## src/rtl/integer_divider.sv

```systemverilog
// Iterative restoring divider: one quotient bit per clock, valid/ready on both sides.
// Define INTEGER_DIVIDER_SIGNED_EN for two's-complement operands (sign/magnitude around an unsigned core).
module integer_divider #(
    parameter int DATA_WIDTH = 16
) (
    input  logic                  clk,
    input  logic                  rst_n,
    input  logic                  start_valid,
    output logic                  start_ready,
    input  logic [DATA_WIDTH-1:0] dividend,
    input  logic [DATA_WIDTH-1:0] divisor,
    output logic                  result_valid,
    input  logic                  result_ready,
    output logic [DATA_WIDTH-1:0] quotient,
    output logic [DATA_WIDTH-1:0] remainder,
    output logic                  divide_by_zero,
    output logic                  overflow
);
    localparam int DW = DATA_WIDTH;
    localparam int CW = $clog2(DATA_WIDTH);

    typedef enum logic [1:0] {IDLE, CALC, DONE} state_t;

    state_t        state_q, state_d;
    logic [DW-1:0] quo_q, quo_d;
    logic [DW-1:0] rem_q, rem_d;
    logic [DW-1:0] dvsr_q, dvsr_d;
    logic [CW-1:0] cnt_q, cnt_d;
    logic [DW-1:0] quot_out_q, quot_out_d;
    logic [DW-1:0] rem_out_q, rem_out_d;
    logic          dbz_q, dbz_d;

    logic [DW:0]   shifted, diff;
    logic [DW-1:0] iter_quo, iter_rem, fin_quo, fin_rem;
    logic [DW-1:0] dvd_mag, dvs_mag, dbz_quo;

`ifdef INTEGER_DIVIDER_SIGNED_EN
    logic neg_quo_q, neg_quo_d, neg_rem_q, neg_rem_d;
    logic ovf_pend_q, ovf_pend_d, ovf_q, ovf_d;
    assign overflow = ovf_q;
`else
    assign overflow = 1'b0;
`endif

    assign start_ready    = (state_q == IDLE);
    assign result_valid   = (state_q == DONE);
    assign quotient       = quot_out_q;
    assign remainder      = rem_out_q;
    assign divide_by_zero = dbz_q;

    always_comb begin
        // Partial remainder stays below the divisor, so DW bits hold it; the shift needs one more.
        shifted  = {rem_q, quo_q[DW-1]};
        diff     = shifted - {1'b0, dvsr_q};
        iter_rem = diff[DW] ? shifted[DW-1:0] : diff[DW-1:0];
        iter_quo = {quo_q[DW-2:0], ~diff[DW]};
`ifdef INTEGER_DIVIDER_SIGNED_EN
        dvd_mag  = dividend[DW-1] ? -dividend : dividend;
        dvs_mag  = divisor[DW-1] ? -divisor : divisor;
        dbz_quo  = dividend[DW-1] ? DW'(1) : '1;
        fin_quo  = neg_quo_q ? -iter_quo : iter_quo;
        fin_rem  = neg_rem_q ? -iter_rem : iter_rem;
`else
        dvd_mag  = dividend;
        dvs_mag  = divisor;
        dbz_quo  = '1;
        fin_quo  = iter_quo;
        fin_rem  = iter_rem;
`endif
    end

    always_comb begin
        state_d    = state_q;
        quo_d      = quo_q;
        rem_d      = rem_q;
        dvsr_d     = dvsr_q;
        cnt_d      = cnt_q;
        quot_out_d = quot_out_q;
        rem_out_d  = rem_out_q;
        dbz_d      = dbz_q;
`ifdef INTEGER_DIVIDER_SIGNED_EN
        neg_quo_d  = neg_quo_q;
        neg_rem_d  = neg_rem_q;
        ovf_pend_d = ovf_pend_q;
        ovf_d      = ovf_q;
`endif
        unique case (state_q)
            IDLE: begin
                if (start_valid) begin
                    if (divisor == '0) begin
                        state_d    = DONE;
                        quot_out_d = dbz_quo;
                        rem_out_d  = dividend;
                        dbz_d      = 1'b1;
`ifdef INTEGER_DIVIDER_SIGNED_EN
                        ovf_d      = 1'b0;
`endif
                    end else begin
                        state_d = CALC;
                        quo_d   = dvd_mag;
                        dvsr_d  = dvs_mag;
                        rem_d   = '0;
                        cnt_d   = CW'(DW - 1);
`ifdef INTEGER_DIVIDER_SIGNED_EN
                        neg_quo_d  = dividend[DW-1] ^ divisor[DW-1];
                        neg_rem_d  = dividend[DW-1];
                        ovf_pend_d = (dividend == {1'b1, {(DW-1){1'b0}}}) && (divisor == '1);
`endif
                    end
                end
            end
            CALC: begin
                quo_d = iter_quo;
                rem_d = iter_rem;
                cnt_d = cnt_q - 1'b1;
                if (cnt_q == '0) begin
                    state_d    = DONE;
                    quot_out_d = fin_quo;
                    rem_out_d  = fin_rem;
                    dbz_d      = 1'b0;
`ifdef INTEGER_DIVIDER_SIGNED_EN
                    ovf_d      = ovf_pend_q;
`endif
                end
            end
            DONE: begin
                if (result_ready) state_d = IDLE;
            end
            default: state_d = IDLE;
        endcase
    end

    always_ff @(posedge clk or negedge rst_n) begin
        if (!rst_n) begin
            state_q    <= IDLE;
            quo_q      <= '0;
            rem_q      <= '0;
            dvsr_q     <= '0;
            cnt_q      <= '0;
            quot_out_q <= '0;
            rem_out_q  <= '0;
            dbz_q      <= 1'b0;
`ifdef INTEGER_DIVIDER_SIGNED_EN
            neg_quo_q  <= 1'b0;
            neg_rem_q  <= 1'b0;
            ovf_pend_q <= 1'b0;
            ovf_q      <= 1'b0;
`endif
        end else begin
            state_q    <= state_d;
            quo_q      <= quo_d;
            rem_q      <= rem_d;
            dvsr_q     <= dvsr_d;
            cnt_q      <= cnt_d;
            quot_out_q <= quot_out_d;
            rem_out_q  <= rem_out_d;
            dbz_q      <= dbz_d;
`ifdef INTEGER_DIVIDER_SIGNED_EN
            neg_quo_q  <= neg_quo_d;
            neg_rem_q  <= neg_rem_d;
            ovf_pend_q <= ovf_pend_d;
            ovf_q      <= ovf_d;
`endif
        end
    end
endmodule

```

## config.mk

```make
export PLATFORM = sky130hd
export DESIGN_NAME = integer_divider
export DESIGN_NICKNAME = d
export VERILOG_FILES = /design/src/rtl/integer_divider.sv
export SDC_FILE = /design/constraint.sdc
export NUM_CORES = 1
export LEC_CHECK = 0
export CAP_MARGIN = 20
export CORE_MARGIN = 4
export CORE_UTILIZATION = 40
export CTS_BUF_LIST = sky130_fd_sc_hd__clkbuf_8
export DETAILED_ROUTE_END_ITERATION = 10
export HOLD_SLACK_MARGIN = 0.02
export PLACE_DENSITY = 0.71
export RECOVER_POWER = 100
export REMOVE_ABC_BUFFERS = 1
export SLEW_MARGIN = 20
export SYNTH_ARGS = -nofsm -noshare
export SYNTH_HDL_FRONTEND = slang
export SYNTH_SLANG_ARGS = --single-unit
export TNS_END_PERCENT = 1
```

## constraint.sdc

```tcl
create_clock -name clk -period 2.7 [get_ports clk]
set_input_delay 0.405 -clock clk [delete_from_list [all_inputs] [get_ports clk]]
set_output_delay 0.405 -clock clk [all_outputs]
set_load 0.01 [all_outputs]
```

==> run metrics, run 1 <==
Inserted Clock Buffers 9; leading cell types in the layout, fill and taps excluded 87 x dfrtp_1, 56 x nand2_1, 51 x nor2_1, 40 x buf_4, 36 x dlygate4sd3_1; crit share post-route 104%; Slew headroom -52.2%; n_diodes 0; status finished, violations left; vias in the first global route 4072; Detailed Route WL 12500 um; Mapped Avg Cell Area 9.54 um^2; P_leak 2.85 nW; largest net degree at the start of global routing 49; Pre-Repair DR Iteration Count 4; Hold Buf Count CTS 0; Syn. warnings 0; number of synthesized flops with an enable pin 0; number of synthesized register bits 87; CTS sink cnt 87; synthesis-to-layout area growth 32.0%; crit path max fanout 3; H-tree depth 3; layout cells sized above 1 18.4%; nets 659; DR iter-0 viols 337; kind of start point of the critical path flop; Core Footprint 11500 um^2; FMAX 0.356 GHz; worst min path class flop to flop; clk_lat worst skew 360 ps; final instance area 6270 um^2; commonest non-fill, non-tap cell in the layout dfrtp_1; port bufs 70; kind of critical path flop to flop; Vias/cell 5.36; Async SR Flop Fraction 100%; Power Total 9.73 mW; Least-Margin Pin Slew 2280 ps; final hold slack 504 ps; final core utilization 54.5%; setup slack at placement -265 ps; Mapped Cells 498; Initial Utilization 41.2%; gpl congestion 0.981; DP HPWL 9400 um; DR vias 4038; max-cap viol count 1; Period minus WS final 2810 ps; Post-route DRC 0; mapped cell area 4750 um^2; first-pass GRT wire length 20100 um; Pint 5.62 mW; combinational power share 65.7%; unrepaired setup endpoints after global routing yes; Longest Clk Path Bufs 2; setup ws final -110 ps; Final Max Slew Viols 40; Detail Route Antenna Nets 0; full die area 13700 um^2; Yosys cell types 57; final hold vios 0; die height 117 um; failing checks capacitance limit, slew limit, setup timing; sequential element share of the synthesized area 45.8%; Switch Pwr 4.12 mW; TritonCTS clock tree done; clock skew 19.8 ps; clock root buffer clkbuf_8; I/O Pins 72; placed cell area 6000 um^2; wire per inst 16.5 um; pwr dens 1550 nW/um^2; Worst EP arrival 3060 ps; CP endpoint kind flop; row cnt 39; Synth Flop Type dfrtp_1; gr ovfl total 0; GRT Overall Usage 18.7%; Sw Ratio 42.3%; Req. time, crit path 2950 ps; Final setup viols 30; sequential group share of total power 24.6%; die width 117 um; Worst-path clk slew 100 ps; Max VDD drop 0.000639 V; initial antenna violation count 0; clock power share 9.7%
[what timing repair did]
item                                    in CTS  in global routing
resized for setup                           21                 17
setup buffers                                2                  2
hold endpoints to repair                     0                  0
pin swaps                                   11                  7
endpoints found under the setup margin      34                 38
[critical path, stage by stage, from the launching register on]
cell and delay, ps:
dfrtp_1 400, inv_2 90, ha_4 130, inv_2 40, fa_2 360, a211oi_4 240, o21ai_2 80, buf_4 160
a311oi_4 340, a31oi_4 160, a211o_1 300, and3_1 160, a221o_1 250
[Yosys cell counts (2+ instances only)]
master,number,area share (%)
and3_1,2,0.26
a211oi_1,3,0.47
nand2b_1,6,0.79
a21oi_1,27,2.8
mux2_2,18,4.3
nand4_1,3,0.40
nor2b_1,6,0.79
nor3_1,18,1.9
o21ai_0,36,3.8
a21o_1,15,2.4
ha_1,17,4.5
and2_1,2,0.26
buf_6,3,0.71
inv_1,22,1.7
a31oi_1,3,0.40
a211o_1,2,0.37
nand3b_1,3,0.47
or3_1,4,0.53
a22oi_1,4,0.63
o22ai_1,2,0.26
dfrtp_1,87,46
xor2_1,2,0.37
nand2_1,56,4.4
o21a_1,3,0.47
o311ai_0,2,0.37
mux2i_1,29,6.1
xnor2_1,7,1.3
buf_2,4,0.42
nor2_1,51,4.0
nand3_1,4,0.42
o31ai_1,2,0.32
clkbuf_1,18,1.4
nor4_1,5,0.66
a221o_1,2,0.42
a221oi_1,2,0.37
o211ai_1,3,0.47
o22a_1,5,0.92
[per-stage QoR]
stage                     std cells  setup TNS [ps]
final                           753           -1120
after global routing            753           -6420
after floorplan                 471          -49020
after global placement          733           -6350
after detailed placement        733           -9110
after CTS                       751           -1790
[power by group through the flow]
stage	sequential, mW	clock [mW]	combinational, mW
2_1_floorplan	2.40	0	3.59
3_5_place_dp	2.42	0	5.85
4_1_cts	2.41	0.945	6.16
3_3_place_gp	2.39	0	5.69
6_report	2.40	0.940	6.40
5_1_grt	2.47	1.00	6.99
[worst paths after layout]
check	startpoint	endpoint	cells after the start	slack, ps
setup / recovery	quo_q[15]	remainder[10]	12	-110
hold / removal	quotient[11]	quotient[11]	2	500
setup reg to reg	quo_q[15]	remainder[10]	12	-110
hold reg to reg	quotient[11]	quotient[11]	2	500
max in group asynchronous	rst_n	quotient[11]	1	680
min in group asynchronous	rst_n	quotient[7]	1	710
[per-layer routing]
metal,share of wire [%],vias to the layer above,track usage (%),routed length [um]
li1,-,1971,-,-
met1,48,1956,26.2,5990
met2,47,94,30.0,5830
met3,3.3,17,2.72,408
met4,1.8,0,5.96,229
met5,0,-,0,0
[sequential cells by signal, summed over array words and instances, names as in the netlist]
name            cells
dvsr_q             16
quo_q              16
quotient           16
rem_q              16
remainder          16
cnt_q               4
state_q             2
divide_by_zero      1
[cell type report]
class                      instances  area, um^2
inverter                          22        82.6
fill                            1065        5250
timing repair buffer             123        1150
clock inverter                     7        71.3
multi-input combinational        362        2490
sequential                        87        2180
clock buffer                       9         124
tap                              143         179
[cell families after synthesis]
group	share of synthesized area, %
and+or+nand+nor	16.1
AOI/OAI and AO/OA	16.5
DFF	45.8
buffers and inverters	4.53
muxes	10.4
adders and majority gates	4.90
xor gates and xnor gates	1.66
other	0.0790
(Power assumes the default switching activity.)
==> inputs of run 2 (changes only) <==
--- a/config.mk
+++ b/config.mk
@@ -14,6 +14,7 @@
 export PLACE_DENSITY = 0.71
 export RECOVER_POWER = 100
 export REMOVE_ABC_BUFFERS = 1
+export SKIP_LAST_GASP = 1
 export SLEW_MARGIN = 20
 export SYNTH_ARGS = -nofsm -noshare
 export SYNTH_HDL_FRONTEND = slang
==> run metrics, run 2 (synthesized netlist as in run 1, its figures left out) <==
status finished, violations left; failing checks capacitance limit, slew limit, setup timing; initial antenna violation count 0 (unchanged); Pint 5.45 mW (-3.0%); Initial Utilization 41.2% (unchanged); commonest non-fill, non-tap cell in the layout dfrtp_1; Post-route DRC 0 (unchanged); largest net degree at the start of global routing 49 (unchanged); Switch Pwr 3.99 mW (-3.1%); DR vias 3982 (-1.4%); Max VDD drop 0.000617 V (-3.3%); Core Footprint 11500 um^2 (unchanged); port bufs 70 (unchanged); worst min path class flop to flop; slowest cell delay on critical path 410 ps (about the same); Hold Crit Depth 2 (unchanged); Power Total 9.44 mW (-3.1%); Sw Ratio 42.3% (about the same); Final setup viols 26 (-13%); crit path max fanout 3 (unchanged); Worst-path clk slew 100 ps (about the same); r2r endpoint remainder[14]; Vias/cell 5.29 (-1.4%); combinational power share 64.8% (-0.9 points); final instance area 6240 um^2 (-0.54%); Hold Buf Count CTS 0 (unchanged); Inserted Clock Buffers 9 (unchanged); Least-Margin Pin Slew 2290 ps (+7.49 ps); Period minus WS final 2810 ps (-2.75 ps); kind of critical path flop to flop; die height 117 um (unchanged); gr ovfl total 0 (unchanged); DR iter-0 viols 351 (+4.2%); kind of start point of the critical path flop; placed cell area 6000 um^2 (unchanged); first-pass GRT wire length 20100 um (-0.20%); unrepaired setup endpoints after global routing yes; clock skew 21.2 ps (+1.40 ps); Detailed Route WL 12400 um (-0.66%); H-tree depth 3 (unchanged); DP HPWL 9400 um (unchanged); Detail Route Antenna Nets 0 (unchanged); gpl congestion 0.981 (unchanged); layout cells sized above 1 17.0% (-1.3 points); clock power share 9.9% (+0.2 points); Slew headroom -52.7% (-0.50 points); Reg-to-Reg Start quo_q[15]; row cnt 39 (unchanged); TritonCTS clock tree done; hold path startpoint quotient[11]; worst hold endpoint quotient[11]; GRT Overall Usage 18.6% (-0.041 points); max-cap viol count 1 (unchanged); sequential group share of total power 25.3% (+0.7 points); Final Max Slew Viols 40 (unchanged); CTS sink cnt 87 (unchanged); die width 117 um (unchanged); crit share post-route 104% (about the same); n_diodes 0 (unchanged); vias in the first global route 4063 (-0.22%); CP endpoint kind flop; wire per inst 16.4 um (-0.66%); Req. time, crit path 2940 ps (about the same); Longest Clk Path Bufs 2 (unchanged); Filler cells 1066 (+0.094%); register area 2180 um^2 (unchanged); R2R depth 13 (+1); clk_lat worst skew 360 ps (about the same); crit path max-delay cell type dfrtp_1; clock root buffer clkbuf_8; reg2reg setup slack -110 ps (about the same); I/O Pins 72 (unchanged); synthesis-to-layout area growth 31.3%; worst-path cell chain inv_2 -> ha_4 -> inv_2 -> fa_2 -> a211oi_4 -> o21ai_2 -> buf_4 -> a311oi_4 -> buf_4 -> mux2i_2 -> o311ai_2 -> mux2i_1 -> a21oi_1; Pre-Repair DR Iteration Count 4 (unchanged); full die area 13700 um^2 (unchanged); pwr dens 1510 nW/um^2 (-2.5%); Fin Setup TNS -1180 ps (-50.6 ps); nets 659 (unchanged); final hold vios 0 (unchanged); P_leak 2.87 nW (+0.55%); Worst EP arrival 3040 ps (-20 ps); FMAX 0.356 GHz (about the same); leading cell types in the layout, fill and taps excluded 87 x dfrtp_1, 56 x nand2_1, 51 x nor2_1, 40 x buf_4, 36 x dlygate4sd3_1; Multi-input gate area 2450 um^2 (-1.4%); setup ws final -107 ps (+2.75 ps)
run 2: cell counts in the layout (fill, tap and decap cells not counted):
Identical to the previous run, type by type.
run 2: worst max-delay path by stage:
stage                     start            end  slack [ps]  cells past startpoint
CTS                   quo_q[15]      rem_q[11]         -90                     13
floorplan            state_q[0]       cnt_q[3]       -1360                      5
finish                quo_q[15]  remainder[14]        -110                     13
global placement    divisor[12]   remainder[7]        -210                     11
detailed placement    quo_q[15]  remainder[10]        -260                     12
global route          quo_q[15]  remainder[14]        -260                     13
run 2: layout make-up:
| type | instances | area share (%) |
|---|---|---|
| Clock buffer | 9 | 1.99 |
| Clock inverter | 7 | 1.14 |
| Inverter | 22 | 1.32 |
| Multi-Input combinational cell | 362 | 39.4 |
| Sequential cell | 87 | 34.9 |
| Tap cell | 143 | 2.87 |
| Timing Repair Buffer | 123 | 18.4 |
run 2: stage by stage:
stage | worst slack, ps | hold slack (ps) | util [%] | cells
final | -107 | 505 | 54.2 | 753
after global routing | -262 | 533 | 54.2 | 753
after CTS | -94.6 | 34.2 | 54.2 | 751
after detailed placement | -265 | 426 | 52.1 | 733
after global placement | -208 | 424 | 52.1 | 733
after floorplan | -1360 | 109 | - | 471
run 2: worst max-delay path, delay by kind of cell, from the launching register on:
kind	cells	cell delay [ps]
AO/OA/AOI/OAI	5	880
adder cells (fa/ha/maj)	2	490
buffers and inverters	4	490
flip-flops	1	410
multiplexers	2	430
run 2: timing repair:
action	in CTS	in global routing
pin swaps	9	6
setup buffers	2	2
endpoints found under the setup margin	34	38
gates cloned	0	0
gates resized for setup	13	8
run 2: power by group through the flow:
stage	combinational (mW)	sequential [mW]	clock, mW
after floorplan	3.59	2.40	0
after global placement	5.69	2.39	0
after detailed placement	5.85	2.42	0
after CTS	6.03	2.41	0.945
after global routing	6.73	2.47	1.00
final	6.11	2.39	0.937
run 2: routing by layer:
metal	part of all wire, %	global-route usage (%)	up-vias
li1	-	-	1967
met1	48	26.0	1925
met2	47	30.3	76
met3	3.0	2.72	14
met4	1.6	5.58	0
met5	0	0	-
